### src/rtl/ext_conv_buf.sv
// ext_conv_buf
//   Converts an INPUT_TYPE-bit integer token to OUTPUT_TYPE bits (zero, sign
//   or signed-saturating conversion, widening or narrowing), then holds the
//   result in a two-slot skid buffer. The buffer cuts the datapath and
//   registers ready, and still sustains one token per cycle.
//
// Ports
//   clk         in   rising-edge clock
//   rst         in   asynchronous active-low reset
//   ins         in   [INPUT_TYPE-1:0]  input token
//   ins_valid   in   input token valid
//   ins_ready   out  input may be accepted (decoded from state only)
//   outs        out  [OUTPUT_TYPE-1:0] converted token
//   outs_ovf    out  converted value differs from the input's value
//   outs_valid  out  output token valid (decoded from state only)
//   outs_ready  in   consumer accepts
module ext_conv_buf #(
    parameter int INPUT_TYPE  = 32,
    parameter int OUTPUT_TYPE = 64,
    parameter int MODE        = 1
) (
    input  logic                   clk,
    input  logic                   rst,
    input  logic [INPUT_TYPE-1:0]  ins,
    input  logic                   ins_valid,
    output logic                   ins_ready,
    output logic [OUTPUT_TYPE-1:0] outs,
    output logic                   outs_ovf,
    output logic                   outs_valid,
    input  logic                   outs_ready
);

    localparam int I = INPUT_TYPE;
    localparam int O = OUTPUT_TYPE;

    typedef enum logic [1:0] {
        EMPTY = 2'd0,
        ONE   = 2'd1,
        FULL  = 2'd2
    } state_t;

    // Slot layout: {ovf, data}
    logic [O:0] conv;

    if (MODE > 2) begin : g_bad_mode
        $error("ext_conv_buf: MODE must be 0, 1 or 2");
    end

    if (O == I) begin : g_pass
        assign conv = {1'b0, ins};
    end else if (O > I) begin : g_widen
        if (MODE == 0) begin : g_zext
            assign conv = {1'b0, {(O - I){1'b0}}, ins};
        end else begin : g_sext
            assign conv = {1'b0, {(O - I){ins[I-1]}}, ins};
        end
    end else begin : g_narrow
        if (MODE == 0) begin : g_trunc_u
            assign conv = {(|ins[I-1:O]), ins[O-1:0]};
        end else if (MODE == 1) begin : g_trunc_s
            // The value fits iff the dropped bits plus the new sign bit agree.
            logic [I-O:0] hi;
            assign hi   = ins[I-1:O-1];
            assign conv = {~((&hi) | ~(|hi)), ins[O-1:0]};
        end else begin : g_sat
            localparam logic [O-1:0] MIN_V = O'(1) << (O - 1);
            localparam logic [O-1:0] MAX_V = ~MIN_V;

            function automatic logic [O:0] sat_narrow(input logic [I-1:0] x);
                logic [I-O:0] hi;
                hi = x[I-1:O-1];
                if ((&hi) || !(|hi)) begin
                    return {1'b0, x[O-1:0]};
                end else if (x[I-1]) begin
                    return {1'b1, MIN_V};
                end else begin
                    return {1'b1, MAX_V};
                end
            endfunction

            assign conv = sat_narrow(ins);
        end
    end

    state_t     state_q, state_d;
    logic [O:0] main_q, main_d;
    logic [O:0] skid_q, skid_d;
    logic       in_fire, out_fire;

    assign ins_ready  = (state_q != FULL);
    assign outs_valid = (state_q != EMPTY);
    assign outs       = main_q[O-1:0];
    assign outs_ovf   = main_q[O];

    assign in_fire  = ins_valid & ins_ready;
    assign out_fire = outs_valid & outs_ready;

    always_comb begin
        state_d = state_q;
        main_d  = main_q;
        skid_d  = skid_q;
        case (state_q)
            EMPTY: begin
                if (in_fire) begin
                    state_d = ONE;
                    main_d  = conv;
                end
            end
            ONE: begin
                if (in_fire && !out_fire) begin
                    state_d = FULL;
                    skid_d  = conv;
                end else if (in_fire && out_fire) begin
                    main_d = conv;
                end else if (out_fire) begin
                    state_d = EMPTY;
                end
            end
            FULL: begin
                // No input is accepted here, so the skid slot simply drains.
                if (out_fire) begin
                    state_d = ONE;
                    main_d  = skid_q;
                end
            end
            default: begin
                state_d = EMPTY;
            end
        endcase
    end

    always_ff @(posedge clk or negedge rst) begin
        if (!rst) begin
            state_q <= EMPTY;
            main_q  <= '0;
            skid_q  <= '0;
        end else begin
            state_q <= state_d;
            main_q  <= main_d;
            skid_q  <= skid_d;
        end
    end

endmodule

### config.mk
export PLATFORM = sky130hd
export DESIGN_NAME = ext_conv_buf
export DESIGN_NICKNAME = d
export VERILOG_FILES = /design/src/rtl/ext_conv_buf.sv
export SDC_FILE = /design/constraint.sdc
export NUM_CORES = 1
export LEC_CHECK = 0
export BUFFER_PORTS_ARGS = -buffer_cell sky130_fd_sc_hd__buf_2
export CAP_MARGIN = 10
export CORE_ASPECT_RATIO = 0.8
export CORE_MARGIN = 8
export CORE_UTILIZATION = 52
export DETAILED_ROUTE_END_ITERATION = 10
export MAX_ROUTING_LAYER = met4
export PLACE_DENSITY_LB_ADDON = 0.2
export SYNTH_ARGS = -nofsm -noshare
export SYNTH_HDL_FRONTEND = slang
export SYNTH_SLANG_ARGS = --single-unit
### constraint.sdc
create_clock -name clk -period 2.4 [get_ports clk]
set_clock_uncertainty 0.1 [all_clocks]
set_input_delay 0.48 -clock clk [delete_from_list [all_inputs] [get_ports clk]]
set_output_delay 0.48 -clock clk [all_outputs]
set_load 0.02 [all_outputs]
==> After elaboration in Yosys (flattened, before gate mapping) <==
Cells that the tools add are included.
W data, S select, Z words.
{ "classes": {"n_eq_ne": 9, "n_mux": 11, "bitwise_logic": 2, "reduce_logical": 9} }
{ "ops": {"columns": ["cell", "n"], "rows": [
  ["$mux W65", 4],
  ["$pmux W65 S3", 1],
  ["$mux W2", 5],
  ["$ne A2 B2 Y1 const B", 5],
  ["$ne A3 B3 Y1 const B", 2],
  ["$pmux W2 S3", 1],
  ["$reduce_and A5 Y1", 1],
  ["$reduce_and A4 Y1", 1],
  ["$reduce_bool A3 Y1", 1],
  ["$and A1 B1 Y1", 2],
  ["$eq A2 B1 Y1 const B", 1],
  ["$eq A2 B2 Y1 const B", 1],
  ["$logic_and A1 B1 Y1", 2],
  ["$logic_not A2 Y1", 1],
  ["$reduce_and A2 Y1", 1],
  ["$reduce_bool A2 Y1", 1],
  ["$logic_not A1 Y1", 1]
]} }
{ "word_totals": {"reg_bits": 99, "inputBits": 36, "out_inout_bits": 67, "elab_cells": 34} }

==> Depth between registers and ports, before layout <==
{ "depth": {"depth_word": 6, "ltp_mapped": 5, "depth_no_buf": 3} }

==> Least setup slack after synthesis <==
No wires, ideal clock.
{ "synth_timing": {"path_type": "flip-flop to output port", "startpoint": "register, netlist name main_q[62]", "endpoint": "output outs[32]", "arrival_time_ps": 1172, "required_ps": 1820, "slack_ps": 648, "path_stages_with_launch": 2, "n_path_buf": 1, "path_cell_list": "dfrtp_1 -> buf_4"} }
{ "synth_lines": {"columns": ["element", "line_no", "rtl"], "rows": [
  ["end: declaration", "27", "output logic [OUTPUT_TYPE-1:0] outs,"]
]} }

==> Worst setup path in the final report <==
{ "layout_timing": {"startpoint": "register state_q[1]", "endpoint": "output ins_ready"} }
{ "layout_via": {"elab_chain_cells": 1} }
{ "layout_rtl": {"columns": ["element", "line_no", "rtl"], "rows": [
  ["start: declaration", "85", "state_t state_q, state_d;"],
  ["start signal: assignment", "138", "state_q <= state_d;"],
  ["$ne A2 B2 Y1", "90", "assign ins_ready = (state_q != FULL);"],
  ["end: declaration", "26", "output logic ins_ready,"]
]} }
Every way passes these cells.

==> results.toml <==
[run_status]
outcome = "completed"

[synthesis]
synthCells = 221
synth_nets = 257
synth-seq-area-share_pct = 48.58
synth.area.top_cells = "dfrtp_1 49%, mux2_4 25%, mux2_2 13%, buf_4 8.2%, buf_12 1.2%"
avgSynthCellArea_um2 = 15.38
synth_cell_types = 22
netlist_area_um2 = 3400
yosys.area.top_type_share_pct = 48.58
synth_top_area_cell = "dfrtp_1"
synth_seq_cells = 66
synth-warning-count = 0

[critical_path]
crit_slowest_cell = "dfrtp_1"
cp.required_ns = 1.82
critical_path.startpoint_type = "register"
critPathArrivalTime_ns = 1.41
path_cells = "nor2b_4 > buf_4 > inv_1 > buf_2"
crit_type = "reg2out"
crit_path_max_fanout = 10
endpoint_kind = "output pin"
reg2reg_slack_ns = 0.60
critPathMaxStageDelay_ns = 0.45

[route]
via_count = 1863
drtAntennaViolNets = 0
viasPerCell = 4.864
wire_per_inst_um = 16.03
drc = 0
first_pass_iters = 4
drt_iter0_drc = 96
drt_wl_total_mm = 6.138

[timing]
finalSetupTns_ns = 0
setup_viol = 0
report.final.hold_viol_count = 0
fin_crit_sh_pct = 83.10
tightestPinTransition_ns = 0.6762
timing.final.crit_period_ns = 1.994
maxSlewHeadroom_pct = 54.92
setup_slack_ns = 0.4056
fmax_mhz = 501.4
slew_violations = 0
rsz0062_at_grt = "no"

[cells_and_area]
multi_input_area_um2 = 1391
final_nets = 330
drive_above_1_share_pct = 73.58
fillers = 508
syn_to_final_growth_pct = 16.60
seqCellArea_um2 = 1652
stdcell_count = 383
antenna_cells = 0

[die]
die-area_um2 = 9397
start_util_pct = 53.59
num_io_pins = 103
rows = 26
die_h_um = 88.32
chipWidth_um = 106.4
core_um2 = 6344

[cts]
cts_tree = "yes"
cts.reportedPaths.clkPinSlew_ns = 0.07
clk_path_buf_depth = 2
root_buffer = "clkbuf_8"
ctsHoldBuffers = 0
insertion_delay_ns = 0.33
clock_sink_count = 66
ctsResizeCount = 0
cts-buffers-inserted = 9
cts_max_level = 3
post_cts_buffers = 0

[power_and_ir_drop]
ir_worst_vdd_v = 0.0004544
p_leak_uw = 0.001928
p_per_area_nw_per_um2 = 1112

[min_path]
min_path_type = "in2async"

[global_route]
top_usage_layer = "met2"
met2_usage_pct = 21.20
grt_util_all_layers_pct = 14.17
grtUsageMet3_pct = 6.041
grt_max_degree = 67
antenna_found_initial = 0
use_met1_pct = 16.84
grt_pass1_vias = 1944
overflow = 0
grt_first_pass_wirelength_mm = 10.09

[place]
dp_cells = 367
place_ws_ns = 0.4309
gp_congestion = 0.7061
io_buffers = 101
detailed_place_hpwl_mm = 4.293

[run]
maxCapViolations = 0
## layer usage
metal  wire (µm)  share of wire (%)  up-vias
li1            -                  -      874
met1        2679                 44      911
met2        2790                 45       71
met3         610                9.9        7
met4          58               0.94        0
met5           0                  0        -
## stage by stage
step	cell area [µm²]	total power (µW)	hold slack [ns]	utilization (%)
5_1_grt	3964	4667	0.06672	62.49
4_1_cts	3964	4487	0.05742	62.49
3_5_place_dp	3745	3447	0.3745	59.03
6_report	3964	4408	0.05473	62.49
3_3_place_gp	3745	3404	0.3659	59.03
2_1_floorplan	3400	3141	0.08441	-
## state kept, by name (all words and copies together) (netlist names)
name	count
main_q	32
skid_q	32
state_q	2
## where the power goes
group          switching, µW  internal (µW)
Sequential               241           1510
Combinational            841            799
Clock                    409            610
## cell type report
| class | count | share of cell area (%) |
|---|---|---|
| multi-input combinational | 110 | 35.10 |
| timing repair buffer | 106 | 14.96 |
| sequential | 66 | 41.67 |
| clock inverter | 5 | 1.957 |
| inverter | 1 | 0.09470 |
| clock buffer | 11 | 3.567 |
| tap | 84 | 2.652 |
## worst paths after layout
kind                            cells after the start  startpoint    endpoint
worst max-delay path                                4  state_q[1]   ins_ready
worst min-delay path                                2         rst  main_q[20]
worst max register to register                      4  state_q[1]   skid_q[8]
worst min register to register                      1   main_q[1]   main_q[1]
max in group asynchronous                           2         rst   main_q[5]
min in group clk                                    2  outs_ready  state_q[1]
## logic make-up after synthesis
logic type | count (synthesis) | synth area share, %
AO/OA/AOI/OAI | 5 | 0.9940
multiplexers | 96 | 37.98
flip-flops | 66 | 48.58
other | 1 | 0.1103
buffers and inverters | 45 | 10.93
AND/OR/NAND/NOR | 8 | 1.399
## critical path: cells and delay by family, from the launching register on
kind                   cells  cell delay, ns
flip-flops                 1            0.45
buffers and inverters      3            0.42
AND/OR/NAND/NOR            1            0.21
## cells in the mapped netlist
library cell / instances
or2_2: 1
clkbuf_2: 1
a22o_2: 1
nor2b_2: 1
mux2_1: 2
clkbuf_4: 1
nor2_1: 1
a21oi_1: 2
buf_8: 1
mux2_2: 38
inv_1: 1
buf_12: 2
nand2b_1: 1
dfrtp_1: 66
conb_1: 1
buf_4: 37
o22ai_1: 1
nand2_1: 1
buf_6: 2
o21a_1: 1
nor2b_1: 3
mux2_4: 56
## cell usage in the layout, fill, tap and decap left out
cell          n
mux2_4       56
nand2_1       1
mux2_1        2
nor2b_1       1
buf_2       101
clkinv_2      2
a21oi_1       2
clkinvlp_4    1
a22o_2        1
clkbuf_1      1
nor2b_4       2
dfrtp_1      66
buf_12        4
clkbuf_8     10
conb_1        1
buf_4         1
o22ai_1       1
o21a_1        1
bufinv_16     2
mux2_2       38
or2_2         1
nor2b_2       1
inv_1         1
nor2_1        1
nand2b_1      1
Note: power is estimated with default switching activity, not from simulation.
